--- src/rtl/hack_pkg.sv ---
// hack_pkg
// Shared definitions for the Hack CPU control slice. It holds the sequencer
// state encoding, the bit offsets of the instruction fields, the six-bit ALU
// control codes and the default data/address widths.
package hack_pkg;

    // Default widths: 16-bit words, 15-bit ROM/RAM addresses.
    localparam int W_DEF    = 16;
    localparam int PC_W_DEF = 15;

    // Instruction field offsets within a C-instruction.
    localparam int A_BIT = 12;  // selects M (1) or A (0) as the ALU y operand
    localparam int C_MSB = 11;  // comp field {zx,nx,zy,ny,f,no} = IR[11:6]
    localparam int C_LSB = 6;
    localparam int D_MSB = 5;   // dest field {d1,d2,d3} = IR[5:3]
    localparam int J_MSB = 2;   // jump field {j1,j2,j3} = IR[2:0]

    // The ALU's defined control codes, {zx,nx,zy,ny,f,no}. "A" and "Y" mean
    // the y operand, which is A or M depending on the a bit.
    localparam logic [5:0] ALU_ZERO    = 6'b101010;
    localparam logic [5:0] ALU_ONE     = 6'b111111;
    localparam logic [5:0] ALU_NEG1    = 6'b111010;
    localparam logic [5:0] ALU_D       = 6'b001100;
    localparam logic [5:0] ALU_A       = 6'b110000;
    localparam logic [5:0] ALU_NOTD    = 6'b001101;
    localparam logic [5:0] ALU_NOTA    = 6'b110001;
    localparam logic [5:0] ALU_NEGD    = 6'b001111;
    localparam logic [5:0] ALU_NEGA    = 6'b110011;
    localparam logic [5:0] ALU_DPLUS1  = 6'b011111;
    localparam logic [5:0] ALU_APLUS1  = 6'b110111;
    localparam logic [5:0] ALU_DMINUS1 = 6'b001110;
    localparam logic [5:0] ALU_AMINUS1 = 6'b110010;
    localparam logic [5:0] ALU_DPLUSY  = 6'b000010;
    localparam logic [5:0] ALU_DMINUSY = 6'b010011;
    localparam logic [5:0] ALU_YMINUSD = 6'b000111;
    localparam logic [5:0] ALU_DANDY   = 6'b000000;
    localparam logic [5:0] ALU_DORY    = 6'b010101;

    // Sequencer states of the multi-cycle core.
    typedef enum logic [2:0] {
        FETCH  = 3'd0,
        DECODE = 3'd1,
        MREAD  = 3'd2,
        EXEC   = 3'd3,
        MWRITE = 3'd4,
        COMMIT = 3'd5
    } state_t;

endpackage

--- src/rtl/hack_jump_unit.sv ---
// hack_jump_unit
// Combinational jump-condition evaluator. It is kept separate so that a later
// pipelined core can reuse it unchanged.
// Ports:
//   j    in  3  jump field {j1,j2,j3}: jump if <0, ==0, >0
//   zr   in  1  result was zero
//   ng   in  1  result was negative
//   take out 1  jump is taken
module hack_jump_unit (
    input  logic [2:0] j,
    input  logic       zr,
    input  logic       ng,
    output logic       take
);

    // "Positive" is neither zero nor negative.
    assign take = (j[2] & ng) | (j[1] & zr) | (j[0] & ~zr & ~ng);

endmodule

--- src/rtl/hack_cpu_control.sv ---
// hack_cpu_control
// Multi-cycle sequencer for the Hack CPU. It fetches an instruction over a ROM
// handshake and decodes it. It drives the external combinational ALU and
// latches the ALU result. It performs data-RAM reads and writes, updates A, D
// and PC, and evaluates jumps.
// Ports:
//   clk, rst_n                 clock and synchronous active-low reset
//   rom_req/rom_addr           fetch request, address = PC
//   rom_valid/rom_data         fetch response
//   ram_addr                   data address = A[PC_W-1:0]
//   ram_rd/ram_rvalid/rdata    read request and response
//   ram_wr/ram_wdata/ram_wack  write request, data and acceptance
//   alu_x/alu_y/alu_ctl        ALU operands (D, A or M) and {zx,nx,zy,ny,f,no}
//   alu_out/alu_zr/alu_ng      ALU result and flags
//   pc/a_reg/d_reg             architectural state
//   instr_done                 one-cycle pulse in the cycle an instruction commits
module hack_cpu_control
    import hack_pkg::*;
#(
    parameter int              W        = W_DEF,
    parameter int              PC_W     = PC_W_DEF,
    parameter logic [PC_W-1:0] RESET_PC = '0
) (
    input  logic            clk,
    input  logic            rst_n,
    output logic            rom_req,
    output logic [PC_W-1:0] rom_addr,
    input  logic            rom_valid,
    input  logic [W-1:0]    rom_data,
    output logic [PC_W-1:0] ram_addr,
    output logic            ram_rd,
    input  logic            ram_rvalid,
    input  logic [W-1:0]    ram_rdata,
    output logic            ram_wr,
    output logic [W-1:0]    ram_wdata,
    input  logic            ram_wack,
    output logic [W-1:0]    alu_x,
    output logic [W-1:0]    alu_y,
    output logic [5:0]      alu_ctl,
    input  logic [W-1:0]    alu_out,
    input  logic            alu_zr,
    input  logic            alu_ng,
    output logic [PC_W-1:0] pc,
    output logic [W-1:0]    a_reg,
    output logic [W-1:0]    d_reg,
    output logic            instr_done
);

    localparam logic [PC_W-1:0] PC_ONE = PC_W'(1);

    state_t          state_q, state_d;
    logic [PC_W-1:0] pc_q;
    logic [W-1:0]    a_q, d_q, ir_q, mbuf_q, r_q;
    logic            zr_q, ng_q;
    logic            take;
    logic            is_c;

    assign is_c = ir_q[W-1];

    hack_jump_unit u_jump (
        .j    (ir_q[J_MSB:J_MSB-2]),
        .zr   (zr_q),
        .ng   (ng_q),
        .take (take)
    );

    // State register. Reset overrides any handshake that is in flight.
    always_ff @(posedge clk) begin
        if (!rst_n) state_q <= FETCH;
        else        state_q <= state_d;
    end

    // Next-state logic. Each wait state is held until its response arrives.
    always_comb begin
        state_d = state_q;
        case (state_q)
            FETCH:   if (rom_valid) state_d = DECODE;
            DECODE: begin
                if (!is_c)            state_d = FETCH;
                else if (ir_q[A_BIT]) state_d = MREAD;
                else                  state_d = EXEC;
            end
            MREAD:   if (ram_rvalid) state_d = EXEC;
            EXEC:    state_d = ir_q[D_MSB-2] ? MWRITE : COMMIT;
            MWRITE:  if (ram_wack) state_d = COMMIT;
            COMMIT:  state_d = FETCH;
            default: state_d = FETCH;
        endcase
    end

    // Output decode. Requests follow the state directly, so each request
    // drops in the cycle after its response is sampled.
    always_comb begin
        rom_req    = 1'b0;
        ram_rd     = 1'b0;
        ram_wr     = 1'b0;
        instr_done = 1'b0;
        case (state_q)
            FETCH:   rom_req    = 1'b1;
            DECODE:  instr_done = !is_c;
            MREAD:   ram_rd     = 1'b1;
            MWRITE:  ram_wr     = 1'b1;
            COMMIT:  instr_done = 1'b1;
            default: ;
        endcase
    end

    // Datapath registers. In COMMIT, PC and the destinations use the old A,
    // so an instruction of the form A=...;JMP jumps to the A it started with.
    always_ff @(posedge clk) begin
        if (!rst_n) begin
            pc_q   <= RESET_PC;
            a_q    <= '0;
            d_q    <= '0;
            ir_q   <= '0;
            mbuf_q <= '0;
            r_q    <= '0;
            zr_q   <= 1'b0;
            ng_q   <= 1'b0;
        end else begin
            case (state_q)
                FETCH:  if (rom_valid) ir_q <= rom_data;
                DECODE: begin
                    if (!is_c) begin
                        a_q  <= {{(W-PC_W){1'b0}}, ir_q[PC_W-1:0]};
                        pc_q <= pc_q + PC_ONE;
                    end
                end
                MREAD:  if (ram_rvalid) mbuf_q <= ram_rdata;
                EXEC: begin
                    r_q  <= alu_out;
                    zr_q <= alu_zr;
                    ng_q <= alu_ng;
                end
                COMMIT: begin
                    if (ir_q[D_MSB])   a_q <= r_q;
                    if (ir_q[D_MSB-1]) d_q <= r_q;
                    pc_q <= take ? a_q[PC_W-1:0] : pc_q + PC_ONE;
                end
                default: ;
            endcase
        end
    end

    assign rom_addr  = pc_q;
    assign ram_addr  = a_q[PC_W-1:0];
    assign ram_wdata = r_q;
    assign alu_x     = d_q;
    assign alu_y     = ir_q[A_BIT] ? mbuf_q : a_q;
    assign alu_ctl   = ir_q[C_MSB:C_LSB];
    assign pc        = pc_q;
    assign a_reg     = a_q;
    assign d_reg     = d_q;

endmodule

--- config.mk ---
export PLATFORM = sky130hd
export DESIGN_NAME = hack_cpu_control
export DESIGN_NICKNAME = d
export VERILOG_FILES = /design/src/rtl/hack_pkg.sv /design/src/rtl/hack_jump_unit.sv /design/src/rtl/hack_cpu_control.sv
export SDC_FILE = /design/constraint.sdc
export NUM_CORES = 1
export LEC_CHECK = 0
export ABC_AREA = 1
export CORE_ASPECT_RATIO = 0.8
export CORE_MARGIN = 2
export CORE_UTILIZATION = 25
export CTS_CLUSTER_SIZE = 10
export DETAILED_ROUTE_END_ITERATION = 10
export GPL_TIMING_DRIVEN = 0
export PLACE_DENSITY = 0.57
export RECOVER_POWER = 100
export SYNTH_ARGS = -nofsm -noshare
export SYNTH_HDL_FRONTEND = slang
export SYNTH_HIERARCHICAL = 1
export SYNTH_SLANG_ARGS = --single-unit
--- constraint.sdc ---
create_clock -name clk -period 1.45 [get_ports clk]
set_input_delay 0.145 -clock clk [delete_from_list [all_inputs] [get_ports clk]]
set_output_delay 0.145 -clock clk [all_outputs]
set_load 0.03 [all_outputs]
==> out/results.ini <==
[finish]
final_layout_size_suffix_gt1_share_pct = 25.49
finish.net_count = 965
instances_no_fill = 1172
design_area_um2 = 7735
diodes = 0
syn2layout_area_growth_pct = 58.59

[worst_setup_path]
path_cells = dlygate4sd2_1
crit_family = flip-flops
end_kind = output pin
reg2reg_slack_ps = 40
r2r_end = pc[3]
r2r-start = state_q[2]
path_buf_inv = 1
crit_path_start_kind = flop
critPathRequiredTime_ps = 1310
path_max_fanout = 5
worstRegToRegCells = 8
worst-setup-path-type = reg -> out
critPathSlowestCell = dfxtp_1
cpPeakStageDelay_ps = 540
arrival_ps = 1340

[place]
place_area_um2 = 7084
dpl.cell_count = 1132
portBuffers = 188
hpwlAfterDp_um = 13450
gp_congestion = 0.8356
pre_cts_ws_ps = -490.1

[hold_path]
hold_depth = 3
holdPathEnd = ir_q[2]
min_from = rom_valid
hold_path.class = in -> reg

[sta]
setup_viol_count_final = 3
slew_headroom_pct = 56.40
fmax_ghz = 0.6744
timing.setup.tns_ps = -65.03
fin_ws_ps = -32.86
rsz0062_at_grt = yes
fin_crit_sh_pct = 102.3
drv_slew = 0
clock_skew_ps = 6.661
period_needed_ps = 1483
hold_viol = 0
max_slew.worst_pin.slew_ps = 654.0

[logic_synthesis]
synth-edff-count = 0
synth_nets = 742
ys_types = 32
yosys_register_bits = 100
synthMostInstantiatedCell = nand2_1
syn-instance-count = 686
async_flop_share_pct = 0
synth_common_cells = 127 x nand2_1, 100 x dfxtp_1, 86 x a21oi_1
ys_seq_area_share_pct = 41.05
synth_largest_area_cell = dfxtp_1
syn-cell-area_um2 = 4877
avgSynthCellArea_um2 = 7.110
yosys-top-cells-area = dfxtp_1 41%, nand2_1 9.8%, a21oi_1 8.8%
ys_warn_count = 6
synth-main-ff-cell = dfxtp_1
netlist.area_leader.share_pct = 41.05

[routing]
drtAntennaViolNets = 0
drtIter0Drc = 292
via_per_inst = 4.379
dr.pass1.iters = 5
drcViolationCount = 0
dr_total_vias = 5132
wirelength_um = 17550
wl_per_cell_um = 14.97

[clock_network]
clk_transition_reported_paths_ps = 70
cts_tree = built
cts-buffers-inserted = 9
clk_latency_ps = 350
clock_sinks = 100
clockRootBuffer = clkbuf_16
ctsHoldBuffers = 0
clk_path_buf_depth = 2
cts_max_level = 3

[global_route]
grt_antenna_before_repair = 0
grt_max_degree = 19
grt_pass1_wl_um = 26160
first_global_vias = 4664
grt-ovfl-total = 0
grt_usage_pct = 16.36

[pwr]
combPwrFrac_pct = 26.4
internal_power_uw = 5088
ir_worst_vdd_uv = 519.6
power_density_nw_per_um2 = 981.5
p_seq_share_pct = 40.4
switching_share_pct = 32.98
clockPowerShare_pct = 33.2
switchingPower_uw = 2504
p_leak_uw = 0.003486
total_power_uw = 7592

[floorplan]
die_w_um = 160.2
core-area_um2 = 19030
initial_core_util_pct = 25.63
io_pins = 190
dieArea_um2 = 20650
die_h_um = 128.9
rows = 45

[run]
drv_cap = 0

[status]
violations = setup timing
status = finished, violations left

-- power by group through the flow --
| stage | clock network, uW | registers (uW) | logic, uW |
|---|---|---|---|
| detailed placement | 0 | 3110 | 1850 |
| finish | 2520 | 3070 | 2010 |
| global route | 2700 | 3090 | 2140 |
| global placement | 0 | 3110 | 1840 |
| CTS | 2590 | 3050 | 1830 |
| floorplan | 0 | 3180 | 930 |
-- layout by cell type (no fill, tap or decap), types with 3 or more instances in the layout --
cell / instances
dfxtp_2: 15
nand2_1: 102
o211ai_1: 4
buf_4: 45
o21ai_0: 38
nand4_1: 5
buf_2: 3
inv_4: 3
nand2_2: 20
nand2_4: 11
clkbuf_2: 16
buf_6: 25
clkdlybuf4s15_1: 9
dlygate4sd2_1: 86
inv_2: 8
clkbuf_1: 17
dfxtp_1: 84
clkdlybuf4s15_2: 3
nor2_2: 5
clkbuf_16: 12
o21ai_1: 38
clkbuf_4: 36
clkdlybuf4s50_1: 52
nor2_1: 64
a21oi_1: 84
inv_1: 42
o21ai_2: 8
buf_8: 4
nand3_1: 44
-- per-stage QoR --
stage / hold WS, ps / utilization, %
2_1_floorplan: 279.9 / -
3_3_place_gp: 466.0 / 37.23
3_5_place_dp: 473.6 / 37.23
4_1_cts: 136.1 / 38.92
5_1_grt: 179.1 / 40.64
6_report: 144.9 / 40.64
-- metal layers --
metal  wire [um]  global-route usage, %
met3        1052                  4.288
met1        8327                  22.53
met5           0                      0
met2        8080                  26.41
met4          89                  2.491
-- worst max-delay path by stage --
stage                    start   endpoint  cells after the start
global placement      ir_q[12]  alu_y[13]                      5
floorplan             ir_q[12]  alu_y[11]                      3
CTS                 state_q[2]    rom_req                      6
finish                a_reg[1]   a_reg[1]                      1
detailed placement    ir_q[12]  alu_y[13]                      5
global route        state_q[1]    rom_req                      5
-- cell families (layout without fill, tap and decap cells) --
kind of cell	count (synthesis)	after routing	synth area share, %
buffers and inverters	145	373	16.88
AND/OR/NAND/NOR	258	258	22.52
AO/OA/AOI/OAI	180	180	18.93
flip-flops	100	100	41.05
XOR/XNOR	2	2	0.3592
adder cells (fa/ha/maj)	1	1	0.2565
-- final cells by class --
cell class,instances,area [um^2]
sequential,100,2024
inverter,56,231.5
timing repair buffer,211,1899
multi-input combinational,441,2246
clock buffer,9,225.2
timing repair inverter,1,8.758
fill,2058,11300
clock inverter,7,85.08
tap,258,322.8
buffer,89,691.9
-- timing repair --
| item | CTS | global route |
|---|---|---|
| gates resized for setup | 317 | 162 |
| endpoints found under the hold margin | 0 | 0 |
| gates cloned | 0 | 4 |
| setup endpoints to repair | 147 | 121 |
| buffers inserted | 6 | 14 |
| pin swaps | 1 | 14 |
Power figures use the tool's default switching activity.
